**config.mk**
```make
export PLATFORM = sky130hd
export DESIGN_NAME = spi_fsm
export DESIGN_NICKNAME = d
export VERILOG_FILES = /design/src/rtl/spi_pkg.sv /design/src/rtl/spi_bitcounter.sv /design/src/rtl/spi_fsm.sv
export SDC_FILE = /design/constraint.sdc
export NUM_CORES = 1
export LEC_CHECK = 0
export BUFFER_PORTS_ARGS = -buffer_cell sky130_fd_sc_hd__buf_2
export CAP_MARGIN = 20
export CORE_AREA = 2 2 39 41
export DETAILED_ROUTE_END_ITERATION = 8
export DIE_AREA = 0 0 41 43
export GPL_TIMING_DRIVEN = 0
export SETUP_SLACK_MARGIN = 0.5
export SLEW_MARGIN = 5
export SYNTH_ARGS = -nofsm -noshare
export SYNTH_HDL_FRONTEND = slang
export SYNTH_SLANG_ARGS = --single-unit
```
**constraint.sdc**
```tcl
create_clock -name clk -period 2.6 [get_ports clk]
set_input_delay 0.39 -clock clk [delete_from_list [all_inputs] [get_ports clk]]
set_output_delay 0.39 -clock clk [all_outputs]
set_load 0.03 [all_outputs]
```
**src/rtl/spi_pkg.sv**
```systemverilog
// spi_pkg: state encoding and shared defaults for the SPI slave control FSM.
package spi_pkg;

    localparam int unsigned SPI_DATA_WIDTH = 8;

    typedef enum logic [2:0] {
        ST_IDLE       = 3'd0,
        ST_GET_ADDR   = 3'd1,
        ST_GOT_ADDR   = 3'd2,
        ST_READ_LOAD  = 3'd3,
        ST_READ_SHIFT = 3'd4,
        ST_WRITE_GET  = 3'd5,
        ST_WRITE_MEM  = 3'd6,
        ST_DONE       = 3'd7
    } spi_state_t;

    // States that consume sclk edges through the bit counter.
    function automatic logic is_shift_state(input spi_state_t s);
        return (s == ST_GET_ADDR) || (s == ST_WRITE_GET) || (s == ST_READ_SHIFT);
    endfunction

endpackage

```
**src/rtl/spi_bitcounter.sv**
```systemverilog
// spi_bitcounter: saturating count of sclk edges within one SPI frame.
module spi_bitcounter
    import spi_pkg::*;
#(
    parameter int unsigned DATA_WIDTH = SPI_DATA_WIDTH,
    localparam int unsigned CNT_W = $clog2(DATA_WIDTH) + 1
) (
    input  logic             clk,
    input  logic             reset,
    input  logic             clear,
    input  logic             incr,
    output logic [CNT_W-1:0] count,
    output logic             done
);

    logic [CNT_W-1:0] r_count;

    // Holds at DATA_WIDTH so a late edge can never wrap the frame count.
    always_ff @(posedge clk or posedge reset) begin
        if (reset) begin
            r_count <= '0;
        end else if (clear) begin
            r_count <= '0;
        end else if (incr && !done) begin
            r_count <= r_count + CNT_W'(1);
        end
    end

    assign count = r_count;
    assign done  = (r_count == CNT_W'(DATA_WIDTH));

endmodule

```
**src/rtl/spi_fsm.sv**
```systemverilog
// spi_fsm: Moore control FSM for an SPI slave (address frame, then read or write frame).
// Optional frame-stall abort is enabled by defining SPI_FSM_TIMEOUT_EN.
module spi_fsm
    import spi_pkg::*;
#(
    parameter int unsigned DATA_WIDTH     = SPI_DATA_WIDTH,
    parameter int unsigned TIMEOUT_CYCLES = 1024
) (
    input  logic clk,
    input  logic reset,
    input  logic cs_n,
    input  logic sclk_edge,
    input  logic sr_lsb,
    output logic addr_we,
    output logic sr_load,
    output logic dm_we,
    output logic miso_en,
    output logic busy,
    output logic timeout
);

    localparam int unsigned CNT_W = $clog2(DATA_WIDTH) + 1;

    spi_state_t       r_state;
    spi_state_t       r_next;
    logic             w_clear;
    logic             w_incr;
    logic [CNT_W-1:0] w_count;
    logic             w_done;
    logic             w_to_fire;

    spi_bitcounter #(
        .DATA_WIDTH (DATA_WIDTH)
    ) u_bitcounter (
        .clk   (clk),
        .reset (reset),
        .clear (w_clear),
        .incr  (w_incr),
        .count (w_count),
        .done  (w_done)
    );

`ifdef SPI_FSM_TIMEOUT_EN
    localparam int unsigned TO_W = $clog2(TIMEOUT_CYCLES + 1);

    logic [TO_W-1:0] r_to_cnt;
    logic            r_timeout;

    assign w_to_fire = is_shift_state(r_state) && !sclk_edge && !w_done
                       && (r_to_cnt == TO_W'(TIMEOUT_CYCLES - 1));

    // Stall counter restarts on every edge and on every state change.
    always_ff @(posedge clk or posedge reset) begin
        if (reset) begin
            r_to_cnt  <= '0;
            r_timeout <= 1'b0;
        end else begin
            r_timeout <= w_to_fire && !cs_n;
            if (!is_shift_state(r_state) || sclk_edge || (r_next != r_state)) begin
                r_to_cnt <= '0;
            end else begin
                r_to_cnt <= r_to_cnt + TO_W'(1);
            end
        end
    end

    assign timeout = r_timeout;
`else
    assign w_to_fire = 1'b0;
    assign timeout   = 1'b0;
`endif

    always_ff @(posedge clk or posedge reset) begin
        if (reset) begin
            r_state <= ST_IDLE;
        end else begin
            r_state <= r_next;
        end
    end

    // Chip-select release wins over everything, including a coincident edge.
    always_comb begin
        r_next  = r_state;
        w_clear = 1'b0;
        w_incr  = 1'b0;
        if (cs_n) begin
            r_next = ST_IDLE;
        end else if (w_to_fire) begin
            r_next = ST_DONE;
        end else begin
            case (r_state)
                ST_IDLE: begin
                    r_next  = ST_GET_ADDR;
                    w_clear = 1'b1;
                end
                ST_GET_ADDR: begin
                    if (w_done) r_next = ST_GOT_ADDR;
                    else        w_incr = sclk_edge;
                end
                ST_GOT_ADDR: begin
                    w_clear = 1'b1;
                    r_next  = sr_lsb ? ST_READ_LOAD : ST_WRITE_GET;
                end
                ST_READ_LOAD: r_next = ST_READ_SHIFT;
                ST_READ_SHIFT: begin
                    if (w_done) r_next = ST_DONE;
                    else        w_incr = sclk_edge;
                end
                ST_WRITE_GET: begin
                    if (w_done) r_next = ST_WRITE_MEM;
                    else        w_incr = sclk_edge;
                end
                ST_WRITE_MEM: r_next = ST_DONE;
                ST_DONE:      r_next = ST_DONE;
                default:      r_next = ST_IDLE;
            endcase
        end
    end

    always_comb begin
        addr_we = 1'b0;
        sr_load = 1'b0;
        dm_we   = 1'b0;
        miso_en = 1'b0;
        busy    = (r_state != ST_IDLE);
        case (r_state)
            ST_GOT_ADDR:   addr_we = 1'b1;
            ST_READ_LOAD:  sr_load = 1'b1;
            ST_READ_SHIFT: miso_en = 1'b1;
            ST_WRITE_MEM:  dm_we   = 1'b1;
            default:       ;
        endcase
    end

endmodule

```
## Word-level counts from Yosys, hierarchy flattened

Cells that the tools add are included.

| cells by class | value |
|---|---|
| add/subtract/negate cells | 1 |
| reductions and logical operators | 9 |
| equality and inequality tests | 11 |
| multiplexer cells | 17 |

Operator list:

| kind | count |
|---|---|
| $pmux W3 S7 | 1 |
| $mux W3 | 5 |
| $eq A3 B3 Y1 const B | 4 |
| $mux W1 | 9 |
| $ne A3 B2 Y1 const B | 3 |
| $mux W4 | 2 |
| $eq A3 B2 Y1 const B | 2 |
| $add A4 B1 Y4 const B | 1 |
| $eq A4 B4 Y1 const B | 1 |
| $reduce_or A2 Y1 | 2 |
| $eq A3 B1 Y1 const B | 1 |
| $logic_not A3 Y1 | 1 |
| $reduce_and A3 Y1 | 1 |
| $reduce_bool A3 Y1 | 1 |
| $reduce_or A3 Y1 | 1 |
| $reduce_bool A2 Y1 | 1 |
| $logic_and A1 B1 Y1 | 1 |
| $logic_not A1 Y1 | 1 |

| word-level totals | value |
|---|---|
| input bits | 5 |
| flip-flop bits (word level) | 7 |
| logic and storage cells | 40 |
| output and inout bits | 6 |

## Logic depth before layout (Yosys ltp)

| logic depth | value |
|---|---|
| depth in word-level cells | 7 |
| mapped depth | 5 |
| depth with buffers taken out | 5 |

## Hierarchy

Synthesis repeated with hierarchy kept, for this count alone.

| second synthesis, totals | value |
|---|---|
| cells, all modules | 54 |
| area total of the unflattened synthesis | 478.0 um2 |

Modules (own cells, without submodules):

| module | times used | cells each | area each (um2) | seq. area each (um2) |
|---|---|---|---|---|
| spi_fsm | 1 | 29 | 241.5 | 75.1 |
| spi_bitcounter | 1 | 25 | 236.5 | 100.1 |

## Least setup slack after synthesis

OpenSTA, ideal clock, no wires.

| path | value |
|---|---|
| path kind | register -> output |
| start point | register r_state[0] |
| end point | output addr_we |
| required time | 2.210 ns |
| arrival | 1.154 ns |
| setup slack | 1.056 ns |
| path buffers | 0 |
| cell stages (with the launch flop) | 3 |
| cells stage by stage | dfrtp_1 > or2_2 > nor2_1 |

| on the way | value |
|---|---|
| longest elaborated chain between the ends | 2 |

RTL lines:

| what | line | source |
|---|---|---|
| from (decl) | spi_fsm.sv:24 | `spi_state_t r_state;` |
| from (signal assigned) | spi_fsm.sv:77 | `r_state <= r_next;` |
| $eq A3 B2 Y1 | spi_fsm.sv:126 | `case (r_state)` |
| $mux W1 | spi_fsm.sv:126 |  |
| to (decl) | spi_fsm.sv:14 | `output logic addr_we,` |

No other way between the ends.

## Final worst setup path

Ends and elaborated chain as after synthesis.

==> impl_metrics.ini <==
[layout]
drive_above_1_share_pct = 30.6
final.fill_count = 144
postLayoutCoreUtil_pct = 40.3
final_common_cell = buf_2
instances_no_fill = 78
area_growth_pct = 19.6
fin_nets = 70
layout_common_cells = 9 x buf_2, 7 x dfrtp_1, 5 x inv_1, 5 x nand2_1, 4 x mux2i_1
diodes = 0

[worst_setup_path]
path_class = reg -> out
reg2reg_slack_ns = 1.22
crit_path_start = r_state[0]$_DFFE_PP0P_
startpoint_type = flip-flop
cp-endpoint = addr_we
cp.depth = 3
cpPeakStageDelay_ns = 0.44
cp.buffers_inverters = 1
crit_fanout = 8
r2r_start = u_bitcounter.count[0]$_DFFE_PP0P_
arrival_ns = 1.31
rr_worst_depth = 5
path_cells = or2_2 -> nor2_1 -> buf_2
cp_top_family = flip-flops
slowest_stage = dfrtp_1
reg2reg_to = r_state[0]$_DFFE_PP0P_
required_ns = 2.21
cp-end-kind = output pin

[detailed_routing]
drt-pass1-iter-count = 4
routedWlPerCell_um = 9.62
drc = 0
ant_nets = 0
routed_wirelength_um = 750
drt_iter0_markers = 3
vias = 352
via_per_inst = 4.51

[global_route]
grt_max_degree = 9
gr-total-overflow = 0
grt_use_total_pct = 11.4
grt_pass1_wl_mm = 1.35
first_global_vias = 345
antenna_found_initial = 0

[logic_synthesis]
yosys_warnings = 0
ys_ff_latch = 7
synth_nets = 56
syn_area_um2 = 467
ys_types = 23
yosysSeqAreaShare_pct = 37.5
syn_avg_cell_area_um2 = 9.52
synthCells = 49

[placed_design]
dpl.hpwl_um = 637
dp.cells = 74
port_buffers = 9
routabilityCongestion = 0.660

[timing]
setup_violations = 0
fmax_mhz = 588
period_needed_ns = 1.70
rsz0062_at_grt = false
hold_viol = 0
skew_ns = 0.00255
maxSlewViolCount = 0
post-route-period-util_pct = 65.4
tns_ns = 0

[run_status]
status = finished, final reports clean

[cts]
clk_path_buf_depth = 2
cts_sinks = 7
clock_latency_ns = 0.24
cts_hold_buf = 0
h-tree-depth = 1
cts_setup_buffers = 0
root_buffer = clkbuf_4
cts_tree = done
numCtsBuffers = 3
cts_resized = 0
path_clk_slew_ns = 0.05

[floorplanning]
start_util_pct = 33.7
num_rows = 14
dieArea_um2 = 1760
die_w_um = 41
coreArea_um2 = 1380
num_io_pins = 11
die_height_um = 43

[power_and_ir_drop]
cellPowerDensity_nw_per_um2 = 455
irDropWorstVdd_mv = 0.205
leakage_nw = 0.324
p_total_mw = 0.254

[worst_hold_path]
holdCritPathClass = in -> async

[run]
drv_cap = 0
==> state kept, by name, summed over array words and instances (netlist names) <==
register and flops:
r_state 3, u_bitcounter.count 4
==> cell families (layout without fill, tap and decap cells) <==
kind of cell / Yosys count / count (layout) / share of synthesized area (%)
multiplexers: 5 / 5 / 11.8
other: 1 / 1 / 0.804
AND/OR/NAND/NOR: 23 / 23 / 30.3
buffers and inverters: 6 / 19 / 5.63
adder cells (fa/ha/maj): 2 / 2 / 5.36
flip-flops: 7 / 7 / 37.5
AO/OA/AOI/OAI: 5 / 5 / 8.58
==> worst register-to-register path, stage by stage (launching register included) <==
cell and delay, ns:
dfrtp_1 0.39, inv_1 0.06, ha_1 0.22, nand3b_4 0.10
mux2_4 0.30, a211oi_2 0.22
==> cells in the mapped netlist, drive strengths merged <==
cell    n  area (um^2)
dfrtp   7          175
inv     5         18.8
nand2   5         18.8
mux2i   4         40.0
nand3   3         15.0
nor2    3         11.3
nor2b   3         18.8
and2    2         12.5
ha      2         25.0
or3     2         12.5
a211oi  1         12.5
a21oi   1         5.00
and3    1         6.26
buf     1         7.51
conb    1         3.75
mux2    1         15.0
nand3b  1         20.0
nor3b   1         12.5
o21ai   1         5.00
o21ba   1         10.0
o21bai  1         7.51
or2     1         6.26
or2b    1         7.51
==> layout make-up <==
cell class | instances | area [um^2] | share of cell area, %
Timing Repair Buffer | 9 | 45.0 | 8.07
Tap cell | 16 | 20.0 | 3.59
Inverter | 5 | 18.8 | 3.36
Clock buffer | 4 | 26.3 | 4.71
Buffer | 1 | 7.51 | 1.35
Multi-Input combinational cell | 36 | 265 | 47.5
Sequential cell | 7 | 175 | 31.4
==> power by group <==
part,switching [mW],internal (mW),leakage [nW]
logic,0.0217,0.0171,0.215
registers,0.00749,0.116,0.0938
clock network,0.0336,0.0581,0.0150
==> per-stage QoR <==
stage                     worst slack [ns]  area, um^2  hold slack, ns
after floorplan                       1.06         467           0.193
after global placement                1.15         532           0.316
after detailed placement              1.15         532           0.324
after CTS                            0.886         558          0.0593
after global routing                 0.824         558          0.0942
final                                0.900         558          0.0576
==> per-layer routing <==
metal  track usage (%)  part of all wire, %  vias to the layer above
met5                 0                    0                        -
met4              6.00                 0.80                        0
met3              1.57                  5.2                        2
met2              18.8                   51                        6
met1              13.4                   43                      158
li1                  -                    -                      186
==> worst min-delay path by stage <==
stage / end / from / slack (ns) / depth (start not counted)
after global placement: r_state[2]$_DFFE_PP0P_ / reset / 0.32 / 2
after detailed placement: r_state[2]$_DFFE_PP0P_ / reset / 0.32 / 2
after floorplan: r_state[0]$_DFFE_PP0P_ / reset / 0.19 / 1
final: u_bitcounter.count[1]$_DFFE_PP0P_ / reset / 0.06 / 2
after global routing: u_bitcounter.count[1]$_DFFE_PP0P_ / reset / 0.09 / 2
after CTS: u_bitcounter.count[1]$_DFFE_PP0P_ / reset / 0.06 / 2
(Power assumes the default switching activity.)
